[config.mk]
export PLATFORM = sky130hd
export DESIGN_NAME = kat_adc3wire_responder
export DESIGN_NICKNAME = d
export VERILOG_FILES = /design/src/rtl/kat_adc_pkg.sv /design/src/rtl/kat_sync_edge.sv /design/src/rtl/kat_adc3wire_responder.sv
export SDC_FILE = /design/constraint.sdc
export NUM_CORES = 1
export LEC_CHECK = 0
export CAP_MARGIN = 25
export CORE_MARGIN = 4
export CORE_UTILIZATION = 45
export DETAILED_ROUTE_END_ITERATION = 16
export PLACE_DENSITY_LB_ADDON = 0.3
export SKIP_CTS_REPAIR_TIMING = 1
export SLEW_MARGIN = 20
export SYNTH_ARGS = -nofsm -noshare
export SYNTH_HDL_FRONTEND = slang
export SYNTH_SLANG_ARGS = --single-unit
[constraint.sdc]
create_clock -name OPB_Clk -period 2.15 [get_ports OPB_Clk]
set_input_delay 0.43 -clock OPB_Clk [delete_from_list [all_inputs] [get_ports OPB_Clk]]
set_output_delay 0.43 -clock OPB_Clk [all_outputs]
set_load 0.005 [all_outputs]
[src/rtl/kat_adc_pkg.sv]
// Shared definitions for the KATADC 3-wire config link, imported by both the
// controller and the responder sides.
package kat_adc_pkg;

    localparam logic [11:0] KATADC_HDR = 12'h001;
    localparam int FRAME_BITS = 32;
    localparam int ADDR_W     = 4;
    localparam int DATA_W     = 16;
    localparam int CNT_W      = 6;

    typedef enum logic [1:0] {
        IDLE,
        SHIFT,
        CHECK
    } adc3w_state_t;

endpackage

[src/rtl/kat_sync_edge.sv]
// N-stage synchronizer for an asynchronous input, with single-cycle rise/fall
// pulses derived from the synchronized value against a one-flop history.
module kat_sync_edge #(
    parameter int   STAGES    = 2,
    parameter logic RESET_VAL = 1'b0
) (
    input  logic clk,
    input  logic rst_n,
    input  logic din,
    output logic dout,
    output logic rise,
    output logic fall
);

    logic [STAGES-1:0] sync_q;
    logic              hist_q;

    always_ff @(posedge clk or negedge rst_n) begin
        if (!rst_n) begin
            sync_q <= {STAGES{RESET_VAL}};
            hist_q <= RESET_VAL;
        end else begin
            sync_q <= {sync_q[STAGES-2:0], din};
            hist_q <= sync_q[STAGES-1];
        end
    end

    assign dout = sync_q[STAGES-1];
    assign rise = dout & ~hist_q;
    assign fall = ~dout & hist_q;

endmodule

[src/rtl/kat_adc3wire_responder.sv]
// ADC-side responder for the KATADC 3-wire link: shifts in 32-bit write frames,
// validates them and updates a flop-based 16 x 16-bit register file.
module kat_adc3wire_responder
    import kat_adc_pkg::*;
#(
    parameter logic [11:0]       HEADER      = KATADC_HDR,
    parameter int                NREGS       = 16,
    parameter logic [DATA_W-1:0] DEFAULT_VAL = '0,
    parameter int                SYNC_STAGES = 2
) (
    input  logic              OPB_Clk,
    input  logic              OPB_Rst_n,
    input  logic              adc3wire_clk,
    input  logic              adc3wire_data,
    input  logic              adc3wire_strobe,
    input  logic              adc_reset,
    output logic              reg_wr_valid,
    output logic [ADDR_W-1:0] reg_wr_addr,
    output logic [DATA_W-1:0] reg_wr_data,
    input  logic [ADDR_W-1:0] rd_addr,
    output logic [DATA_W-1:0] rd_data,
    output logic              frame_err,
    output logic              hdr_err,
    output logic              busy
);

    localparam logic [CNT_W-1:0] CNT_FRAME = CNT_W'(FRAME_BITS);
    localparam logic [CNT_W-1:0] CNT_SAT   = CNT_W'(FRAME_BITS + 1);

    logic sclk_s, sclk_rise, sclk_fall;
    logic sdata_s, sdata_rise, sdata_fall;
    logic strb_s, strb_rise, strb_fall;

    kat_sync_edge #(.STAGES(SYNC_STAGES), .RESET_VAL(1'b0)) u_sync_clk (
        .clk   (OPB_Clk),
        .rst_n (OPB_Rst_n),
        .din   (adc3wire_clk),
        .dout  (sclk_s),
        .rise  (sclk_rise),
        .fall  (sclk_fall)
    );

    kat_sync_edge #(.STAGES(SYNC_STAGES), .RESET_VAL(1'b0)) u_sync_data (
        .clk   (OPB_Clk),
        .rst_n (OPB_Rst_n),
        .din   (adc3wire_data),
        .dout  (sdata_s),
        .rise  (sdata_rise),
        .fall  (sdata_fall)
    );

    // Strobe idles high, so its synchronizer resets high to avoid a false edge.
    kat_sync_edge #(.STAGES(SYNC_STAGES), .RESET_VAL(1'b1)) u_sync_strb (
        .clk   (OPB_Clk),
        .rst_n (OPB_Rst_n),
        .din   (adc3wire_strobe),
        .dout  (strb_s),
        .rise  (strb_rise),
        .fall  (strb_fall)
    );

    logic unused_sync;
    assign unused_sync = ^{sclk_s, sclk_fall, sdata_rise, sdata_fall, strb_s};

    adc3w_state_t          state_q, state_d;
    logic [FRAME_BITS-1:0] shift_q, shift_d;
    logic [CNT_W-1:0]      cnt_q, cnt_d;
    logic                  wr_ok, ferr, herr;
    logic [ADDR_W-1:0]     frm_addr;
    logic [DATA_W-1:0]     frm_data;
    logic [11:0]           frm_hdr;

    assign frm_hdr  = shift_q[FRAME_BITS-1 -: 12];
    assign frm_addr = shift_q[DATA_W +: ADDR_W];
    assign frm_data = shift_q[DATA_W-1:0];

    always_ff @(posedge OPB_Clk or negedge OPB_Rst_n) begin
        if (!OPB_Rst_n) begin
            state_q <= IDLE;
            shift_q <= '0;
            cnt_q   <= '0;
        end else begin
            state_q <= state_d;
            shift_q <= shift_d;
            cnt_q   <= cnt_d;
        end
    end

    always_comb begin
        state_d = state_q;
        shift_d = shift_q;
        cnt_d   = cnt_q;
        wr_ok   = 1'b0;
        ferr    = 1'b0;
        herr    = 1'b0;
        case (state_q)
            IDLE: begin
                if (strb_fall) begin
                    state_d = SHIFT;
                    shift_d = '0;
                    cnt_d   = '0;
                end
            end
            SHIFT: begin
                // A strobe release closes the frame even if a clock edge
                // arrives in the same cycle; that last bit is not counted.
                if (strb_rise) begin
                    state_d = CHECK;
                end else if (sclk_rise) begin
                    shift_d = {shift_q[FRAME_BITS-2:0], sdata_s};
                    if (cnt_q != CNT_SAT) begin
                        cnt_d = cnt_q + 1'b1;
                    end
                end
            end
            CHECK: begin
                state_d = IDLE;
                if (cnt_q != CNT_FRAME) begin
                    ferr = 1'b1;
                end else if (frm_hdr != HEADER) begin
                    herr = 1'b1;
                end else begin
                    wr_ok = 1'b1;
                end
            end
            default: state_d = IDLE;
        endcase
    end

    always_ff @(posedge OPB_Clk or negedge OPB_Rst_n) begin
        if (!OPB_Rst_n) begin
            reg_wr_valid <= 1'b0;
            reg_wr_addr  <= '0;
            reg_wr_data  <= '0;
            frame_err    <= 1'b0;
            hdr_err      <= 1'b0;
        end else begin
            reg_wr_valid <= wr_ok;
            frame_err    <= ferr;
            hdr_err      <= herr;
            if (wr_ok) begin
                reg_wr_addr <= frm_addr;
                reg_wr_data <= frm_data;
            end
        end
    end

    assign busy = (state_q == SHIFT);

    logic [DATA_W-1:0] regs_q [NREGS];

    // adc_reset takes priority over a write landing in the same cycle.
    always_ff @(posedge OPB_Clk or negedge OPB_Rst_n) begin
        if (!OPB_Rst_n) begin
            for (int i = 0; i < NREGS; i++) begin
                regs_q[i] <= DEFAULT_VAL;
            end
        end else if (adc_reset) begin
            for (int i = 0; i < NREGS; i++) begin
                regs_q[i] <= DEFAULT_VAL;
            end
        end else if (wr_ok) begin
            regs_q[frm_addr] <= frm_data;
        end
    end

    always_ff @(posedge OPB_Clk or negedge OPB_Rst_n) begin
        if (!OPB_Rst_n) begin
            rd_data <= '0;
        end else begin
            rd_data <= regs_q[rd_addr];
        end
    end

endmodule

==> results.md, run 1 <==
* Netlist cell types at 34
* Die area at 39800 sq um
* Layout cells sized above 1 at a little under a fifth
* Yosys warnings at 0
* Detailed-router iteration count before antenna repair at 5
* Slew HR at a little over two fifths
* Setup crit end kind: output pin
* Core Rows at 69
* Post-route clock period utilization at a little over nine tenths
* Post-Place Cells at about 1800
* Clock root buffer: clkbuf_16
* Yosys top cell by area: dfrtp_1
* Critical path fanouts, max at 6
* Fin. Hold Viols at 0
* Synth Area in XOR/XNOR at 0%
* Final slew viol count at 0
* Worst Clk Skew at between 0.01 and 0.015 ns
* Clk sinks at between 300 and 400
* Power density of the placed cells at 745 nW/um^2
* Mux share of post-synthesis cell area at between 20% and 30%
* Final worst slack at between 0.06 and 0.07 ns
* Crit path time final at 2.08 ns
* Core Box Area at 35800 sq um
* ANT cells at 0
* Run status: finished, final reports clean
* GRT Residual Overflow at 0
* Largest family of logic cells by synthesized area: multiplexers
* Synthesized area at 16500 sq um
* Sw Share at between 20% and 30%
* DRC violation count after routing at 0
* Largest net degree at the start of global routing at 85
* Leakage at 9.78 nW
* Post-detail-place hpwl at about 24000 um
* Fin util at a little over half
* Cell Count, Final, Fillers Out at 1829
* Layout area overhead at 16.6%
* Post-route antenna net violation count at 0
* Final TNS setup at 0 ns
* CTS tree: yes
* Post-synthesis sequential area ratio at between 50% and 60%
* Critical-path cell list: nor2b_4 -> clkdlybuf4s50_1
* FF-to-FF setup slack at roughly 0.11 ns
* FILL cells at approximately 2900
* Die width at approximately 200 um
* Switching power at ~3.2 mW
* RSZ-0062 raised after global routing: no
* Crit path launch type: flop
* Insertion delay to the later sink of the worst-skew pair at between 0.5 and 0.6 ns
* Initial antenna violation count at 0
* First-pass GRT wire length at around 64000 um
* Starting Density at between 40% and 50%
* Final Power at 14.3 mW
* Final Setup Violations at 0
* Vias in the first global route at 10900
* Post-Route WL at 40200 um
* Clock Path Buffers at 3
* Buf/Inv on CP at 1
* Crit path arrival time at 1.65 ns
* Average wire per standard cell at about 22 um
* Clock share of power at between 40 and 50%
* Largest delay share family, worst path: buffers and inverters
* Max-Cap Viols at 0
* Die Y at roughly 200 um
* Comb power frac at around 5.4%
* Via density at between 5 and 6
* Most numerous cell in the Yosys netlist: dfrtp_1
* Post-synth ARST share at 100%
* #FFs+latches synth at 343
* Top cells by area, synth: dfrtp_1 52%, mux2i_1 16%, nand2b_1 10%
* Port Buffers at slightly below 50
* Synth Area in Adders at less than 1%
* CP max-delay cell: clkdlybuf4s50_1
* Global Route Usage Sum at between 20% and 30%
* CP Class: reg -> out
* Top cell type's share of synthesized area at about half
* GP Congestion at around 0.74
* Post-Synth Simple-Gate Area at approximately 15%
* Clock slew at reported path FFs at roughly 0.060 ns
* Max VDD drop at roughly 0.00064 V
* Synth Flop Type: dfrtp_1
* Sequential power share at a little under half
* TritonCTS buffer count at 38
* CTS H-tree lvls at 2
* Fin nets at about 1400
* Initial DRC Count at 710
* Post-Syn Instances at between 1000 and 1500
* Syn_nets at around 1300
* Post-synth EDFFs at 0
* HP Class: in -> reg
* Max Clock Freq at approximately 0.48 GHz
* Compound-Gate Fraction of Synth Area at 2.79%
* Worst-margin pin slew at 0.850 ns
* Crit-path max cell delay at 0.52 ns
* Fin area at around 19000 sq um
* Vias post-DR at a little over 10000
* Int Power at between 10 and 15 mW
* Top Ports at 50
* Mean area per synthesized cell at ~13 sq um
* Worst hold slack at ~0.31 ns
* Commonest cells in the netlist: 340 x dfrtp_1, 274 x nand2b_1, 257 x mux2i_1
* Dpl cell area at around 18000 sq um
* Worst slack at placement at just over 0.03 ns
* Crit path required time at between 1.5 and 2 ns
registers in the layout, summed over array words and instances, names as in the netlist:
register and cells:
regs_q 256, shift_q 32, rd_data 16, reg_wr_data 16
cnt_q 6, reg_wr_addr 4, state_q 2, u_sync_clk.sync_q 2
u_sync_data.sync_q 2, u_sync_strb.sync_q 2, frame_err 1, hdr_err 1
reg_wr_valid 1, u_sync_clk.hist_q 1, u_sync_strb.hist_q 1
final timing paths:
check                                       from               endpoint  depth (start not counted)
min in group asynchronous              OPB_Rst_n             regs_q[39]                          2
max                                   state_q[1]                   busy                          2
min                              adc3wire_strobe  u_sync_strb.sync_q[0]                          1
max reg2reg                             cnt_q[3]            regs_q[254]                          6
min reg2reg                u_sync_data.sync_q[0]  u_sync_data.sync_q[1]                          0
max in group asynchronous              OPB_Rst_n     u_sync_strb.hist_q                          3
routing by layer:
metal	track usage (%)	share of wire, %	wire (um)
met5	0	0	0
met4	4.48	1.8	728
met3	2.92	3.5	1410
met2	33.5	48	19200
met1	30.2	47	18900
cell type report:
| type | count | area [sq um] | share of cell area [%] |
|---|---|---|---|
| Sequential cell | 343 | 8590 | 44.7 |
| Multi-Input combinational cell | 830 | 7330 | 38.1 |
| Timing Repair Buffer | 124 | 1370 | 7.11 |
| Clock buffer | 49 | 1100 | 5.74 |
| Clock inverter | 20 | 259 | 1.35 |
| Tap cell | 461 | 577 | 3.00 |
| Inverter | 2 | 7.51 | 0.0390 |
kinds of logic (layout without fill, tap and decap cells):
family	after synthesis	after routing
simple gates	410	410
buf+inv	125	195
compound gates	75	75
flops	343	343
mux	342	342
fa+ha+maj	3	3
power groups by stage:
| stage | registers [mW] | clock network, mW | logic (mW) |
|---|---|---|---|
| floorplan | 6.65 | 0 | 0.404 |
| global placement | 6.66 | 0 | 0.764 |
| detailed placement | 6.67 | 0 | 0.773 |
| CTS | 6.55 | 7.14 | 0.779 |
| global route | 6.55 | 7.41 | 0.854 |
| finish | 6.55 | 7.00 | 0.767 |
placed cells by master (no fill, tap or decap), types with 2 or more instances in the layout:
| master | n |
|---|---|
| and2_1 | 6 |
| nand2b_1 | 274 |
| mux2_2 | 21 |
| nand3_1 | 3 |
| a22oi_1 | 32 |
| a21oi_1 | 5 |
| nand4_4 | 9 |
| dfstp_2 | 3 |
| clkdlybuf4s50_1 | 45 |
| buf_12 | 25 |
| or3_1 | 3 |
| nand4_1 | 2 |
| nor4_1 | 2 |
| clkinv_2 | 11 |
| nor2b_1 | 9 |
| mux4_2 | 64 |
| bufinv_16 | 6 |
| dfrtp_2 | 2 |
| ha_1 | 3 |
| nand4_2 | 6 |
| inv_1 | 2 |
| buf_4 | 50 |
| mux2i_1 | 257 |
| nand2_1 | 82 |
| clkinvlp_4 | 2 |
| o21ai_0 | 36 |
| clkbuf_16 | 39 |
| dfrtp_1 | 338 |
| clkbuf_8 | 9 |
| nor2_1 | 5 |
(Power assumes the default switching activity.)
==> inputs of run 2 (changes only) <==
- CORE_UTILIZATION: 45 -> 35
==> results.md, run 2 (synthesis gave the netlist of run 1 again) <==
* Final Power at 13.5 mW
* Max reg flops at approximately 260
* Multi-input gate area at 7320 sq um
* Setup crit end kind: output pin
* Met2 Track Usage GR at approximately a quarter
* First-pass GRT wire length at between 60000 and 70000 um
* Clock slew at reported path FFs at approximately 0.050 ns
* Worst hold slack at roughly 0.29 ns
* M1 GR Usage at 22.9%
* Biggest register: regs_q
* Detailed-router iteration count before antenna repair at 4
* GP Congestion at between 0.7 and 0.8
* Die Y at around 230 um
* Run status: finished, final reports clean
* Met3 Resource Use GR at roughly 2.8%
* CP Class: reg -> out
* Most frequent cells in the layout: 338 x dfrtp_1, 274 x nand2b_1, 257 x mux2i_1
* Final TNS setup at 0 ns
* Average wire per standard cell at about 20 um
* HP Class: in -> reg
* Fin nets at between 1000 and 1500
* Layout area overhead at 16.5%
* Largest net degree at the start of global routing at 97
* Worst Clk Skew at around 0.017 ns
* Core Rows at 79
* Crit path launch type: flop
* Initial antenna violation count at 0
* Worst slack at placement at between 0.1 and 0.15 ns
* Max Clock Freq at between 0.4 and 0.5 GHz
* Gr busiest metal: met2
* Top Ports at 50
* Global Route Usage Sum at 16.2%
* Core Box Area at around 47000 sq um
* Commonest non-fill, non-tap cell in the layout: dfrtp_1
* Post-route clock period utilization at a little over nine tenths
* Post-detail-place hpwl at about 25000 um
* Crit path required time at about 1.7 ns
* Max VDD drop at between 0.0008 and 0.0009 V
* Die area at ~50000 sq um
* Largest regs: regs_q (256), shift_q (32)
* Starting Density at roughly 35%
* Slew HR at roughly half
* CTS H-tree lvls at 2
* CTS tree: yes
* Fin. Hold Viols at 0
* Post-route antenna net violation count at 0
* Leakage at between 9 and 10 nW
* FF-to-FF path depth at 6
* Port Buffers at 49
* Insertion delay to the later sink of the worst-skew pair at 0.55 ns
* Clk sinks at approximately 340
* Hold path cells at 1
* FILL cells at between 4000 and 5000
* GRT Residual Overflow at 0
* Final slew viol count at 0
* Crit path arrival time at between 1.5 and 2 ns
* TritonCTS buffer count at 38
* Vias in the first global route at ~11000
* ANT cells at 0
* Vias post-DR at 9872
* Final Setup Violations at 0
* Initial DRC Count at about 640
* Final worst slack at 0.0782 ns
* RSZ-0062 raised after global routing: no
* Worst-margin pin slew at approximately 0.75 ns
* Power density of the placed cells at slightly above 700 nW/um^2
* Max-Cap Viols at 0
* Crit path time final at 2.07 ns
* Clock Path Buffers at 3
* DRC violation count after routing at 0
* Die width at around 230 um
* Critical path fanouts, max at 6
* Layout cells sized above 1 at between 10% and 20%
* Clock root buffer: clkbuf_16
* Post-Route WL at 40300 um
* Via density at around 5.0
* Register area at about 8600 sq um
## run 2: changes by cell type in the layout (fill, tap and decap cells not counted), sizes merged
cell,previous run,this run
clkbuf,49,57
clkinv,11,7
clkinvlp,2,0
bufinv,6,0
buf,78,77
## run 2: final timing paths
kind	start	endpoint	slack [ns]
worst min register to register	u_sync_clk.sync_q[0]	u_sync_clk.sync_q[1]	0.35
worst max-delay path	state_q[1]	busy	0.08
worst min-delay path	adc3wire_strobe	u_sync_strb.sync_q[0]	0.29
worst max register to register	cnt_q[3]	regs_q[242]	0.11
max in group asynchronous	OPB_Rst_n	regs_q[47]	1.10
min in group asynchronous	OPB_Rst_n	regs_q[231]	0.39
## run 2: cell type report
cell class	count	area share, %
Clock buffer	57	5.90
Clock inverter	8	0.248
Inverter	2	0.0391
Multi-Input combinational cell	830	38.1
Sequential cell	343	44.7
Tap cell	607	3.95
Timing Repair Buffer	123	7.02
## run 2: metal layers
metal / share of wire, % / up-vias
met2: 48 / 128
met5: 0 / -
li1: - / 4559
met1: 47 / 5134
met3: 3.1 / 51
met4: 1.8 / 0
## run 2: power by group
group          leakage [nW]  internal, mW  switching, mW  total, mW
sequential             4.76          6.51         0.0472       6.55
combinational          4.32         0.296          0.471      0.767
clock                 0.588          3.63           2.59       6.22
total                  9.68          10.4           3.11       13.5
## run 2: worst max-delay path: stages (launching register included)
cell             delay, ns
dfrtp_2               0.46
nor2b_4               0.13
clkdlybuf4s50_1       0.51
## run 2: metrics by stage
step / area (sq um) / util [%] / instances
finish: 19200 / 41.3 / 1970
global route: 19200 / 41.3 / 1970
CTS: 19200 / 41.2 / 1968
detailed placement: 18000 / 38.7 / 1903
global placement: 18000 / 38.7 / 1903
floorplan: 16500 / - / 1298
